$ cat config.mk
export PLATFORM = sky130hd
export DESIGN_NAME = sa_ax_arbiter_flat
export DESIGN_NICKNAME = d
export VERILOG_FILES = /design/src/rtl/sa_ax_arbiter_pkg.sv /design/src/rtl/sa_ax_arbiter_if.sv /design/src/rtl/sa_ax_arbiter_fifo.sv /design/src/rtl/sa_ax_arbiter.sv /design/src/flat_wrapper.sv
export SDC_FILE = /design/constraint.sdc
export NUM_CORES = 1
export LEC_CHECK = 0
export CAP_MARGIN = 20
export CORE_MARGIN = 2
export CORE_UTILIZATION = 45
export CTS_CLUSTER_SIZE = 28
export DETAILED_ROUTE_END_ITERATION = 16
export GPL_TIMING_DRIVEN = 1
export PLACE_DENSITY = 0.83
export RECOVER_POWER = 25
export SLEW_MARGIN = 20
export SYNTH_ARGS = -nofsm -noshare
export SYNTH_HDL_FRONTEND = slang
export SYNTH_SLANG_ARGS = --single-unit
$ cat constraint.sdc
create_clock -name ACLK_i -period 4 [get_ports ACLK_i]
set_input_delay 0.6 -clock ACLK_i [delete_from_list [all_inputs] [get_ports ACLK_i]]
set_output_delay 0.6 -clock ACLK_i [all_outputs]
set_load 0.05 [all_outputs]
$ cat src/rtl/sa_ax_arbiter_pkg.sv
// sa_ax_arbiter_pkg: shared field widths and order-entry sizing for the AX arbiter
package sa_ax_arbiter_pkg;
  localparam int ADDR_WIDTH = 32;
  localparam int TRANS_MST_ID_W = 5;
  localparam int TRANS_BURST_W = 2;
  localparam int TRANS_DATA_LEN_W = 3;
  localparam int TRANS_DATA_SIZE_W = 3;
  localparam int MST_AMT_DFLT = 2;
  localparam int OUTSTANDING_AMT_DFLT = 8;
  function automatic int ord_w(int mst_amt);
    return $clog2(mst_amt) + TRANS_DATA_LEN_W;
  endfunction
endpackage

$ cat src/rtl/sa_ax_arbiter_if.sv
// sa_ax_arbiter_if: master-side request bus, slave-side AX bus and data-channel order outputs
interface sa_ax_arbiter_if
  import sa_ax_arbiter_pkg::*;
#(
  parameter int MST_AMT = MST_AMT_DFLT,
  parameter int OUTSTANDING_AMT = OUTSTANDING_AMT_DFLT
) ();
  localparam int MST_ID_W = $clog2(MST_AMT);
  localparam int OUTST_CTN_W = $clog2(OUTSTANDING_AMT) + 1;
  logic [MST_AMT*TRANS_MST_ID_W-1:0] dsp_AxID_i;
  logic [MST_AMT*ADDR_WIDTH-1:0] dsp_AxADDR_i;
  logic [MST_AMT*TRANS_BURST_W-1:0] dsp_AxBURST_i;
  logic [MST_AMT*TRANS_DATA_LEN_W-1:0] dsp_AxLEN_i;
  logic [MST_AMT*TRANS_DATA_SIZE_W-1:0] dsp_AxSIZE_i;
  logic [MST_AMT-1:0] dsp_AxVALID_i;
  logic [MST_AMT-1:0] dsp_AxREADY_o;
  logic [MST_ID_W+TRANS_MST_ID_W-1:0] s_AxID_o;
  logic [ADDR_WIDTH-1:0] s_AxADDR_o;
  logic [TRANS_BURST_W-1:0] s_AxBURST_o;
  logic [TRANS_DATA_LEN_W-1:0] s_AxLEN_o;
  logic [TRANS_DATA_SIZE_W-1:0] s_AxSIZE_o;
  logic s_AxVALID_o;
  logic s_AxREADY_i;
  logic s_xVALID_i;
  logic s_xREADY_i;
  logic [MST_ID_W-1:0] sa_xDATA_mst_id_o;
  logic sa_xDATA_disable_o;
  logic [OUTST_CTN_W-1:0] sa_Ax_outst_ctn_o;
  modport master (
    input dsp_AxID_i, dsp_AxADDR_i, dsp_AxBURST_i, dsp_AxLEN_i, dsp_AxSIZE_i, dsp_AxVALID_i,
    input s_AxREADY_i, s_xVALID_i, s_xREADY_i,
    output dsp_AxREADY_o, s_AxID_o, s_AxADDR_o, s_AxBURST_o, s_AxLEN_o, s_AxSIZE_o, s_AxVALID_o,
    output sa_xDATA_mst_id_o, sa_xDATA_disable_o, sa_Ax_outst_ctn_o
  );
  modport slave (
    output dsp_AxID_i, dsp_AxADDR_i, dsp_AxBURST_i, dsp_AxLEN_i, dsp_AxSIZE_i, dsp_AxVALID_i,
    output s_AxREADY_i, s_xVALID_i, s_xREADY_i,
    input dsp_AxREADY_o, s_AxID_o, s_AxADDR_o, s_AxBURST_o, s_AxLEN_o, s_AxSIZE_o, s_AxVALID_o,
    input sa_xDATA_mst_id_o, sa_xDATA_disable_o, sa_Ax_outst_ctn_o
  );
endinterface

$ cat src/rtl/sa_ax_arbiter_fifo.sv
// sa_ax_arbiter_fifo: order FIFO remembering {master, AxLEN} of accepted AX requests
module sa_ax_arbiter_fifo #(
  parameter int DEPTH = 8,
  parameter int WIDTH = 4,
  localparam int AW = $clog2(DEPTH)
) (
  input  logic clk,
  input  logic rst_n,
  input  logic push,
  input  logic pop,
  input  logic [WIDTH-1:0] din,
  output logic [WIDTH-1:0] dout,
  output logic empty,
  output logic full,
  output logic [AW:0] count
);
  logic [WIDTH-1:0] mem [DEPTH];
  logic [AW:0] wptr, rptr;
  assign count = wptr - rptr;
  assign empty = count == '0;
  assign full = count == (AW+1)'(DEPTH);
  assign dout = mem[rptr[AW-1:0]];
  always_ff @(posedge clk or negedge rst_n)
    if (!rst_n) begin
      wptr <= '0;
      rptr <= '0;
    end else begin
      if (push && !full) wptr <= wptr + 1'b1;
      if (pop && !empty) rptr <= rptr + 1'b1;
    end
  always_ff @(posedge clk)
    if (push && !full) mem[wptr[AW-1:0]] <= din;
endmodule

$ cat src/rtl/sa_ax_arbiter.sv
// sa_ax_arbiter: round-robin AX arbiter with order FIFO; SA_AX_FIXED_PRIORITY_EN selects fixed priority
module sa_ax_arbiter
  import sa_ax_arbiter_pkg::*;
#(
  parameter int MST_AMT = MST_AMT_DFLT,
  parameter int OUTSTANDING_AMT = OUTSTANDING_AMT_DFLT
) (
  input logic ACLK_i,
  input logic ARESETn_i,
  sa_ax_arbiter_if.master bus
);
  localparam int MST_ID_W = $clog2(MST_AMT);
  localparam int OUTST_CTN_W = $clog2(OUTSTANDING_AMT) + 1;
  localparam int ORD_W = ord_w(MST_AMT);
  logic reg_valid, fifo_full, fifo_empty, ax_hs, x_hs, capture, found, pop;
  logic [MST_ID_W-1:0] win, idx, reg_mst, head_mst;
  logic [TRANS_MST_ID_W-1:0] reg_id;
  logic [ADDR_WIDTH-1:0] reg_addr;
  logic [TRANS_BURST_W-1:0] reg_burst;
  logic [TRANS_DATA_LEN_W-1:0] reg_len, head_len, beat;
  logic [TRANS_DATA_SIZE_W-1:0] reg_size;
`ifndef SA_AX_FIXED_PRIORITY_EN
  logic [MST_ID_W-1:0] rr_ptr;
`endif
  always_comb begin
    win = '0;
    idx = '0;
    found = 1'b0;
    for (int i = 0; i < MST_AMT; i++) begin
`ifdef SA_AX_FIXED_PRIORITY_EN
      idx = MST_ID_W'(i);
`else
      idx = MST_ID_W'((int'(rr_ptr) + i) % MST_AMT);
`endif
      if (!found && bus.dsp_AxVALID_i[idx]) begin
        win = idx;
        found = 1'b1;
      end
    end
  end
  // the register refills in the same cycle it hands off, so grants run back-to-back
  assign bus.s_AxVALID_o = reg_valid & ~fifo_full;
  assign ax_hs = bus.s_AxVALID_o & bus.s_AxREADY_i;
  assign capture = found & (~reg_valid | ax_hs);
  assign bus.dsp_AxREADY_o = (capture && ARESETn_i) ? MST_AMT'(1) << win : '0;
  always_ff @(posedge ACLK_i or negedge ARESETn_i)
    if (!ARESETn_i) begin
      reg_valid <= 1'b0;
      reg_mst <= '0;
      reg_id <= '0;
      reg_addr <= '0;
      reg_burst <= '0;
      reg_len <= '0;
      reg_size <= '0;
    end else if (capture) begin
      reg_valid <= 1'b1;
      reg_mst <= win;
      reg_id <= bus.dsp_AxID_i[win*TRANS_MST_ID_W +: TRANS_MST_ID_W];
      reg_addr <= bus.dsp_AxADDR_i[win*ADDR_WIDTH +: ADDR_WIDTH];
      reg_burst <= bus.dsp_AxBURST_i[win*TRANS_BURST_W +: TRANS_BURST_W];
      reg_len <= bus.dsp_AxLEN_i[win*TRANS_DATA_LEN_W +: TRANS_DATA_LEN_W];
      reg_size <= bus.dsp_AxSIZE_i[win*TRANS_DATA_SIZE_W +: TRANS_DATA_SIZE_W];
    end else if (ax_hs) reg_valid <= 1'b0;
`ifndef SA_AX_FIXED_PRIORITY_EN
  always_ff @(posedge ACLK_i or negedge ARESETn_i)
    if (!ARESETn_i) rr_ptr <= '0;
    else if (capture) rr_ptr <= (win == MST_ID_W'(MST_AMT-1)) ? '0 : win + 1'b1;
`endif
  assign bus.s_AxID_o = {reg_mst, reg_id};
  assign bus.s_AxADDR_o = reg_addr;
  assign bus.s_AxBURST_o = reg_burst;
  assign bus.s_AxLEN_o = reg_len;
  assign bus.s_AxSIZE_o = reg_size;
  // beats arriving with nothing outstanding belong to no burst and are dropped
  assign x_hs = bus.s_xVALID_i & bus.s_xREADY_i & ~fifo_empty;
  assign pop = x_hs & (beat == head_len);
  always_ff @(posedge ACLK_i or negedge ARESETn_i)
    if (!ARESETn_i) beat <= '0;
    else if (pop) beat <= '0;
    else if (x_hs) beat <= beat + 1'b1;
  sa_ax_arbiter_fifo #(.DEPTH(OUTSTANDING_AMT), .WIDTH(ORD_W)) u_fifo (
    .clk(ACLK_i),
    .rst_n(ARESETn_i),
    .push(ax_hs),
    .pop(pop),
    .din({reg_mst, reg_len}),
    .dout({head_mst, head_len}),
    .empty(fifo_empty),
    .full(fifo_full),
    .count(bus.sa_Ax_outst_ctn_o)
  );
  assign bus.sa_xDATA_mst_id_o = head_mst;
  assign bus.sa_xDATA_disable_o = fifo_empty;
endmodule

$ cat src/flat_wrapper.sv
// flat-port wrapper written by rule: the top's interface ports become plain ports
module sa_ax_arbiter_flat import sa_ax_arbiter_pkg::*;
#(
  parameter int MST_AMT = MST_AMT_DFLT,
  parameter int OUTSTANDING_AMT = OUTSTANDING_AMT_DFLT
)
  (ACLK_i, ARESETn_i, bus_dsp_AxID_i, bus_dsp_AxADDR_i, bus_dsp_AxBURST_i, bus_dsp_AxLEN_i, bus_dsp_AxSIZE_i, bus_dsp_AxVALID_i, bus_s_AxREADY_i, bus_s_xVALID_i, bus_s_xREADY_i, bus_dsp_AxREADY_o, bus_s_AxID_o, bus_s_AxADDR_o, bus_s_AxBURST_o, bus_s_AxLEN_o, bus_s_AxSIZE_o, bus_s_AxVALID_o, bus_sa_xDATA_mst_id_o, bus_sa_xDATA_disable_o, bus_sa_Ax_outst_ctn_o);
  sa_ax_arbiter_if #(.MST_AMT(MST_AMT), .OUTSTANDING_AMT(OUTSTANDING_AMT)) bus_i ();
  input logic ACLK_i;
  input logic ARESETn_i;
  input wire logic [$bits(bus_i.dsp_AxID_i)-1:0] bus_dsp_AxID_i;
  input wire logic [$bits(bus_i.dsp_AxADDR_i)-1:0] bus_dsp_AxADDR_i;
  input wire logic [$bits(bus_i.dsp_AxBURST_i)-1:0] bus_dsp_AxBURST_i;
  input wire logic [$bits(bus_i.dsp_AxLEN_i)-1:0] bus_dsp_AxLEN_i;
  input wire logic [$bits(bus_i.dsp_AxSIZE_i)-1:0] bus_dsp_AxSIZE_i;
  input wire logic [$bits(bus_i.dsp_AxVALID_i)-1:0] bus_dsp_AxVALID_i;
  input wire logic [$bits(bus_i.s_AxREADY_i)-1:0] bus_s_AxREADY_i;
  input wire logic [$bits(bus_i.s_xVALID_i)-1:0] bus_s_xVALID_i;
  input wire logic [$bits(bus_i.s_xREADY_i)-1:0] bus_s_xREADY_i;
  output wire logic [$bits(bus_i.dsp_AxREADY_o)-1:0] bus_dsp_AxREADY_o;
  output wire logic [$bits(bus_i.s_AxID_o)-1:0] bus_s_AxID_o;
  output wire logic [$bits(bus_i.s_AxADDR_o)-1:0] bus_s_AxADDR_o;
  output wire logic [$bits(bus_i.s_AxBURST_o)-1:0] bus_s_AxBURST_o;
  output wire logic [$bits(bus_i.s_AxLEN_o)-1:0] bus_s_AxLEN_o;
  output wire logic [$bits(bus_i.s_AxSIZE_o)-1:0] bus_s_AxSIZE_o;
  output wire logic [$bits(bus_i.s_AxVALID_o)-1:0] bus_s_AxVALID_o;
  output wire logic [$bits(bus_i.sa_xDATA_mst_id_o)-1:0] bus_sa_xDATA_mst_id_o;
  output wire logic [$bits(bus_i.sa_xDATA_disable_o)-1:0] bus_sa_xDATA_disable_o;
  output wire logic [$bits(bus_i.sa_Ax_outst_ctn_o)-1:0] bus_sa_Ax_outst_ctn_o;
  assign bus_i.dsp_AxID_i = bus_dsp_AxID_i;
  assign bus_i.dsp_AxADDR_i = bus_dsp_AxADDR_i;
  assign bus_i.dsp_AxBURST_i = bus_dsp_AxBURST_i;
  assign bus_i.dsp_AxLEN_i = bus_dsp_AxLEN_i;
  assign bus_i.dsp_AxSIZE_i = bus_dsp_AxSIZE_i;
  assign bus_i.dsp_AxVALID_i = bus_dsp_AxVALID_i;
  assign bus_i.s_AxREADY_i = bus_s_AxREADY_i;
  assign bus_i.s_xVALID_i = bus_s_xVALID_i;
  assign bus_i.s_xREADY_i = bus_s_xREADY_i;
  assign bus_dsp_AxREADY_o = bus_i.dsp_AxREADY_o;
  assign bus_s_AxID_o = bus_i.s_AxID_o;
  assign bus_s_AxADDR_o = bus_i.s_AxADDR_o;
  assign bus_s_AxBURST_o = bus_i.s_AxBURST_o;
  assign bus_s_AxLEN_o = bus_i.s_AxLEN_o;
  assign bus_s_AxSIZE_o = bus_i.s_AxSIZE_o;
  assign bus_s_AxVALID_o = bus_i.s_AxVALID_o;
  assign bus_sa_xDATA_mst_id_o = bus_i.sa_xDATA_mst_id_o;
  assign bus_sa_xDATA_disable_o = bus_i.sa_xDATA_disable_o;
  assign bus_sa_Ax_outst_ctn_o = bus_i.sa_Ax_outst_ctn_o;
  sa_ax_arbiter #(.MST_AMT(MST_AMT), .OUTSTANDING_AMT(OUTSTANDING_AMT)) u_core (.ACLK_i(ACLK_i), .ARESETn_i(ARESETn_i), .bus(bus_i));
endmodule
== Word-level counts from Yosys, hierarchy flattened ==
Memories as Yosys holds them, arrays and structs flattened.
Index checks and enable logic that the tools add are counted.

* Flip-flop bits (word level): 59
* Output and inout port bits: 55
* Bits of input ports: 97
* Logic and storage cells: 66
* Memories: 1
* Memory bits (writable): 32
* ROM bits: 0
* Latch bits: 0

{| class="wikitable"
|+ Memory list
! memory !! depth !! width !! read ports !! clocked after memory_dff !! wr ports !! RTL line !! text
|-
| u_core.u_fifo.mem || 8 || 4 || 1 || 0 || 1 || sa_ax_arbiter_fifo.sv:17 || <nowiki>logic [WIDTH-1:0] mem [DEPTH];</nowiki>
|}

* Multiplexer cells: 16
* Shift operators: 6
* Order comparisons: 2
* Equality and inequality tests: 2
* Add/subtract/negate cells: 6
* Bitwise operators: 10
* Multipliers: 2
* Reductions and logical operators: 10
* Div/mod/pow operators: 0

{| class="wikitable"
|+ Operators by type and width
! operator !! count
|-
| $shiftx 64x7->32 || 1
|-
| $mux 1 || 13
|-
| $shiftx 6x4->3 || 2
|-
| $shiftx 10x5->5 || 1
|-
| $add 4x1->4 const B || 2
|-
| $and 1x1->1 || 6
|-
| $mux 3 || 2
|-
| $eq 4x4->1 const B || 1
|-
| $logic_and 1x1->1 || 4
|-
| $logic_not 4->1 || 1
|-
| $lt 1x2->1 const B || 2
|-
| $mul 1x3->4 const B || 1
|-
| $reduce_bool 2->1 || 2
|-
| $shiftx 4x3->2 || 1
|-
| $sub 4x4->4 || 1
|-
| $add 3x1->3 const B || 1
|-
| $eq 3x3->1 || 1
|-
| $logic_not 1->1 || 3
|-
| $mul 1x2->3 const B || 1
|-
| $not 1->1 || 3
|-
| $add 1x1->1 const B || 2
|-
| $mux 2 || 1
|-
| $shl 1x1->2 const A || 1
|-
| $or 1x1->1 || 1
|}

== Longest topological paths before layout ==
* Word-level depth: 9
* Depth in mapped cells: 11
* Mapped depth without buffers: 9

== Modules after synthesis ==
Synthesis repeated with hierarchy kept, for this count alone.

* Cell total of the unflattened synthesis: 412
* Area, all modules: 4,568.1 um^2

{| class="wikitable"
|+ Modules (own cells, without submodules)
! module !! cells an instance !! times used !! area an instance (um^2)
|-
| sa_ax_arbiter || 294 || 1 || 2,756.4
|-
| sa_ax_arbiter_fifo || 118 || 1 || 1,811.7
|}

== Least setup slack after synthesis ==
OpenSTA, ideal clock, no wires.

* Path kind: register -> output
* From: register u_core.u_fifo.wptr[0]
* To: output port bus_s_AxVALID_o
* Data required time: 3,400 ps
* Stages on the path, launching flop included: 8
* Slack: 15 ps
* Arrival: 3,385 ps
* Cells stage by stage: dfrtp_1 -> inv_1 -> ha_1 -> inv_1 -> fa_1 -> xor2_1 -> nor3_1 -> a21boi_0

* Cells in the longest elaborated chain, start to end: 4

{| class="wikitable"
|+ Ends and longest elaborated chain
! item !! RTL line !! text
|-
| from (decl) || sa_ax_arbiter_fifo.sv:18 || <nowiki>logic [AW:0] wptr, rptr;</nowiki>
|-
| from (signal assigned) || sa_ax_arbiter_fifo.sv:28 || <nowiki>if (push && !full) wptr <= wptr + 1'b1;</nowiki>
|-
| $sub 4x4->4 || sa_ax_arbiter_fifo.sv:19 || <nowiki>assign count = wptr - rptr;</nowiki>
|-
| net bus_sa_Ax_outst_ctn_o[2] || flat_wrapper.sv:29 || <nowiki>output wire logic [$bits(bus_i.sa_Ax_outst_ctn_o)-1:0] bus_sa_Ax_outst_ctn_o;</nowiki>
|-
| $eq 4x4->1 || sa_ax_arbiter_fifo.sv:21 || <nowiki>assign full = count == (AW+1)'(DEPTH);</nowiki>
|-
| $not 1->1 || sa_ax_arbiter.sv:42 || <nowiki>assign bus.s_AxVALID_o = reg_valid & ~fifo_full;</nowiki>
|-
| $and 1x1->1 || sa_ax_arbiter.sv:42 ||
|-
| to (decl) || flat_wrapper.sv:26 || <nowiki>output wire logic [$bits(bus_i.s_AxVALID_o)-1:0] bus_s_AxVALID_o;</nowiki>
|}

The timed path passes the listed nets, and every way through them passes these cells.

== Worst setup path in the final report ==
* From: register u_core.u_fifo.wptr[0]
* To: output port bus_s_AxVALID_o

* Cells in the longest elaborated chain, start to end: 4

{| class="wikitable"
|+ Ends and longest elaborated chain
! item !! RTL line
|-
| $sub 4x4->4 || sa_ax_arbiter_fifo.sv:19
|-
| $eq 4x4->1 || sa_ax_arbiter_fifo.sv:21
|-
| $not 1->1 || sa_ax_arbiter.sv:42
|-
| $and 1x1->1 || sa_ax_arbiter.sv:42
|}

No other way between the ends.

==> results.py <==
metrics = {
    "outcome": {
        "status": "completed",
    },
    "global_routing": {
        "antenna_found_initial": 0,
        "overflow": 0,
        "grt_pass1_wl_um": 15930,
        "grt_pass1_vias": 3193,
        "grtUsageTotal": 0.1864,
        "grt_max_degree": 57,
    },
    "floorplanning": {
        "core_area_sq_um": 9774,
        "die_w_um": 104.5,
        "fp-row-count": 36,
        "die_area_sq_um": 10920,
        "initial_utilization": 0.4648,
        "ios": 152,
        "fp.dieH_um": 104.5,
    },
    "clock_tree": {
        "path_clk_slew_ns": 0.08,
        "clkSinkCount": 91,
        "cts_buffers": 9,
        "cts_tree": "built",
        "postCtsSetupBuffers": 0,
        "h-tree-depth": 3,
        "post_cts_resized": 0,
        "cts_buffer_depth": 2,
        "cts-root-buf": "clkbuf_8",
        "holdBufCountCts": 0,
        "clk_latency_ns": 0.35,
    },
    "setup_path": {
        "criticalPathCategory": "flip-flop to output pin",
        "critPathLaunchType": "flip-flop",
        "critPathArrivalTime_ns": 3.09,
        "crit_start": "u_core.u_fifo.wptr[0]$_DFFE_PN0P_",
        "max_stage_delay_ns": 0.73,
        "end_kind": "output pin",
        "crit_path_top_delay_cell": "clkdlybuf4s50_1",
        "crit_top_cell": "inv_1",
        "r2r-start": "u_core.u_fifo.wptr[0]$_DFFE_PN0P_",
        "crit_required_ns": 3.40,
        "critPathMaxFanout": 7,
        "cp_cell_sequence": "inv_1 > ha_1 > inv_1 > fa_1 > xor2_1 > nor3_1 > a21boi_0 > clkdlybuf4s50_1",
        "ff2ff_path_depth": 9,
    },
    "sta": {
        "finalHoldViolCount": 0,
        "fmax_mhz": 270.9,
        "slew_violations": 0,
        "fin_crit_sh": 0.9228,
        "setup_viol": 0,
        "skew_ns": 0.01724,
        "slew_headroom": 0.07942,
        "tightest_slew_ns": 1.381,
        "rsz0062_at_grt": "false",
        "finalCriticalPeriod_ns": 3.691,
        "fin_ws_ns": 0.3090,
        "tns_ns": 0,
    },
    "hold_path": {
        "hp-class": "input port to async pin",
    },
    "placed_design": {
        "port_buffers": 151,
        "gp_congestion": 0.8311,
        "detailed_place_hpwl_um": 7430,
        "place_ws_ns": 0.6899,
    },
    "route": {
        "drt_iter0_markers": 97,
        "routed_wl_um": 9749,
        "dr_total_vias": 2981,
        "viasPerCell": 5.010,
        "firstDrtPassIters": 4,
        "postRouteAntennaNets": 0,
        "route.detailed.wl_per_inst_um": 16.38,
        "drc_errors": 0,
    },
    "finish": {
        "syn_to_final_growth_pct": 39.96,
        "diodes": 0,
        "nets": 561,
        "final_cell_mix": "clkdlybuf4s50_1, dfrtp_1, mux2_2",
        "final_common_cell": "clkdlybuf4s50_1",
        "drive_above_1_share": 0.2446,
    },
    "power_and_ir_drop": {
        "swShare": 0.4666,
        "comb_power_share": 0.601,
        "ir_drop_mv": 0.5623,
        "p_switching_w": 0.002520,
        "p_int_w": 0.002880,
        "pwr-share-seq": 0.299,
        "clock_power_share": 0.100,
        "cellPowerDensity_nw_per_um2": 849.2,
        "p_leak_nw": 2.532,
    },
    "logic_synthesis": {
        "netlist_area_sq_um": 4543,
        "synth_cells": 303,
        "synth-edff-count": 32,
        "synth_ff_type": "dfrtp_1",
        "ys_ff_latch": 91,
        "async_flop_share": 0.6484,
        "ys_seq_area_frac": 0.5365,
        "synth_nets": 407,
        "ys_types": 45,
        "syn_avg_cell_area_sq_um": 14.99,
        "yosysWarnings": 0,
    },
    "job": {
        "cap_violations": 0,
    },
}
[synth_stat cells (2+ instances only)]
cell type | number | area, sq um
a21o_1 | 2 | 15.01
a21oi_1 | 4 | 20.02
a311oi_1 | 2 | 17.52
and3_1 | 2 | 12.51
buf_2 | 2 | 10.01
buf_4 | 3 | 22.52
buf_6 | 4 | 45.04
clkbuf_1 | 5 | 18.77
dfrtp_1 | 59 | 1476
edfxtp_1 | 32 | 960.9
ha_1 | 6 | 75.07
inv_1 | 10 | 37.54
mux2_1 | 17 | 191.4
mux2_2 | 46 | 518.0
mux2_4 | 29 | 435.4
mux2i_1 | 10 | 100.1
mux4_2 | 6 | 135.1
nand2_1 | 10 | 37.54
nand2b_1 | 2 | 12.51
nand3_1 | 3 | 15.01
nand4_1 | 2 | 12.51
nor2_1 | 9 | 33.78
nor2b_1 | 3 | 18.77
nor3_1 | 4 | 20.02
xnor2_1 | 6 | 52.55
xor2_1 | 6 | 52.55
[state kept, by name (all words and copies together), names as in the netlist]
signal                  count
u_core.bus.s_AxSIZE_o       3
u_core.rr_ptr               1
u_core.u_fifo.wptr          4
u_core.u_fifo.mem          32
u_core.bus.s_AxADDR_o      32
u_core.beat                 3
u_core.reg_mst              1
u_core.u_fifo.rptr          4
u_core.bus.s_AxBURST_o      2
u_core.reg_valid            1
u_core.bus.s_AxLEN_o        3
u_core.reg_id               5
[critical path: cells and delay by family (launching register included)]
kind / cells / cell delay (ns)
buf+inv: 3 / 0.90
compound gates: 1 / 0.17
xor+xnor: 1 / 0.19
flops: 1 / 0.45
simple gates: 1 / 0.45
fa+ha+maj: 2 / 0.60
[cells by family (layout without fill, tap and decap cells)]
| group | after synthesis | after routing | synth area share |
|---|---|---|---|
| multiplexers | 108 | 108 | 0.3038 |
| flip-flops | 91 | 91 | 0.5365 |
| AND/OR/NAND/NOR | 43 | 43 | 0.05123 |
| buffers and inverters | 25 | 184 | 0.03029 |
| AO/OA/AOI/OAI | 17 | 17 | 0.03415 |
| XOR/XNOR | 12 | 12 | 0.02313 |
| adder cells (fa/ha/maj) | 7 | 7 | 0.02093 |
[metal layers]
metal  GRT usage  wire, um  share of wire
met5           0         0              0
met4     0.05212       125          0.013
met3     0.06015       626          0.064
met2      0.3343      5191           0.53
met1      0.2124      3807           0.39
[layout make-up]
type / count / area [sq um]
fillers: 763 / 3416
clock inverters: 6 / 40.04
flip-flops and latches: 91 / 2437
well taps: 133 / 166.4
inverters: 11 / 41.29
clock buffers: 10 / 127.6
repair buffers: 157 / 1555
multi-input cells: 187 / 1991
[power by group through the flow]
stage / registers [W] / logic [W] / clock network, W
after floorplan: 0.00241 / 0.00148 / 0
after global routing: 0.00167 / 0.00341 / 0.000595
after global placement: 0.00161 / 0.00320 / 0
after detailed placement: 0.00163 / 0.00326 / 0
after CTS: 0.00162 / 0.00327 / 0.000562
final: 0.00162 / 0.00324 / 0.000539
[stage by stage]
step                power [W]    util  hold slack (ns)  std cells  instance area (sq um)
floorplan            0.003883       -           0.3044        303                   4543
global placement     0.004815  0.6338           0.4210        579                   6195
detailed placement   0.004897  0.6338           0.4251        579                   6195
CTS                  0.005459  0.6509          0.03463        595                   6362
global route         0.005676  0.6505          0.09203        595                   6359
finish               0.005400  0.6505           0.1055        595                   6359
[final timing paths]
kind                                                         endpoint  slack [ns]
worst max-delay path                                  bus_s_AxVALID_o        0.31
worst min-delay path                     u_core.reg_valid$_DFFE_PN0P_        0.11
worst max register to register      u_core.u_fifo.mem[4][0]$_DFFE_PP_        0.91
worst min register to register  u_core.bus.s_AxADDR_o[11]$_DFFE_PN0P_        0.49
max in group asynchronous           u_core.u_fifo.wptr[1]$_DFFE_PN0P_        2.25
min in group ACLK_i             u_core.bus.s_AxADDR_o[11]$_DFFE_PN0P_        0.49
No activity file was read; power rests on OpenSTA's default activity.
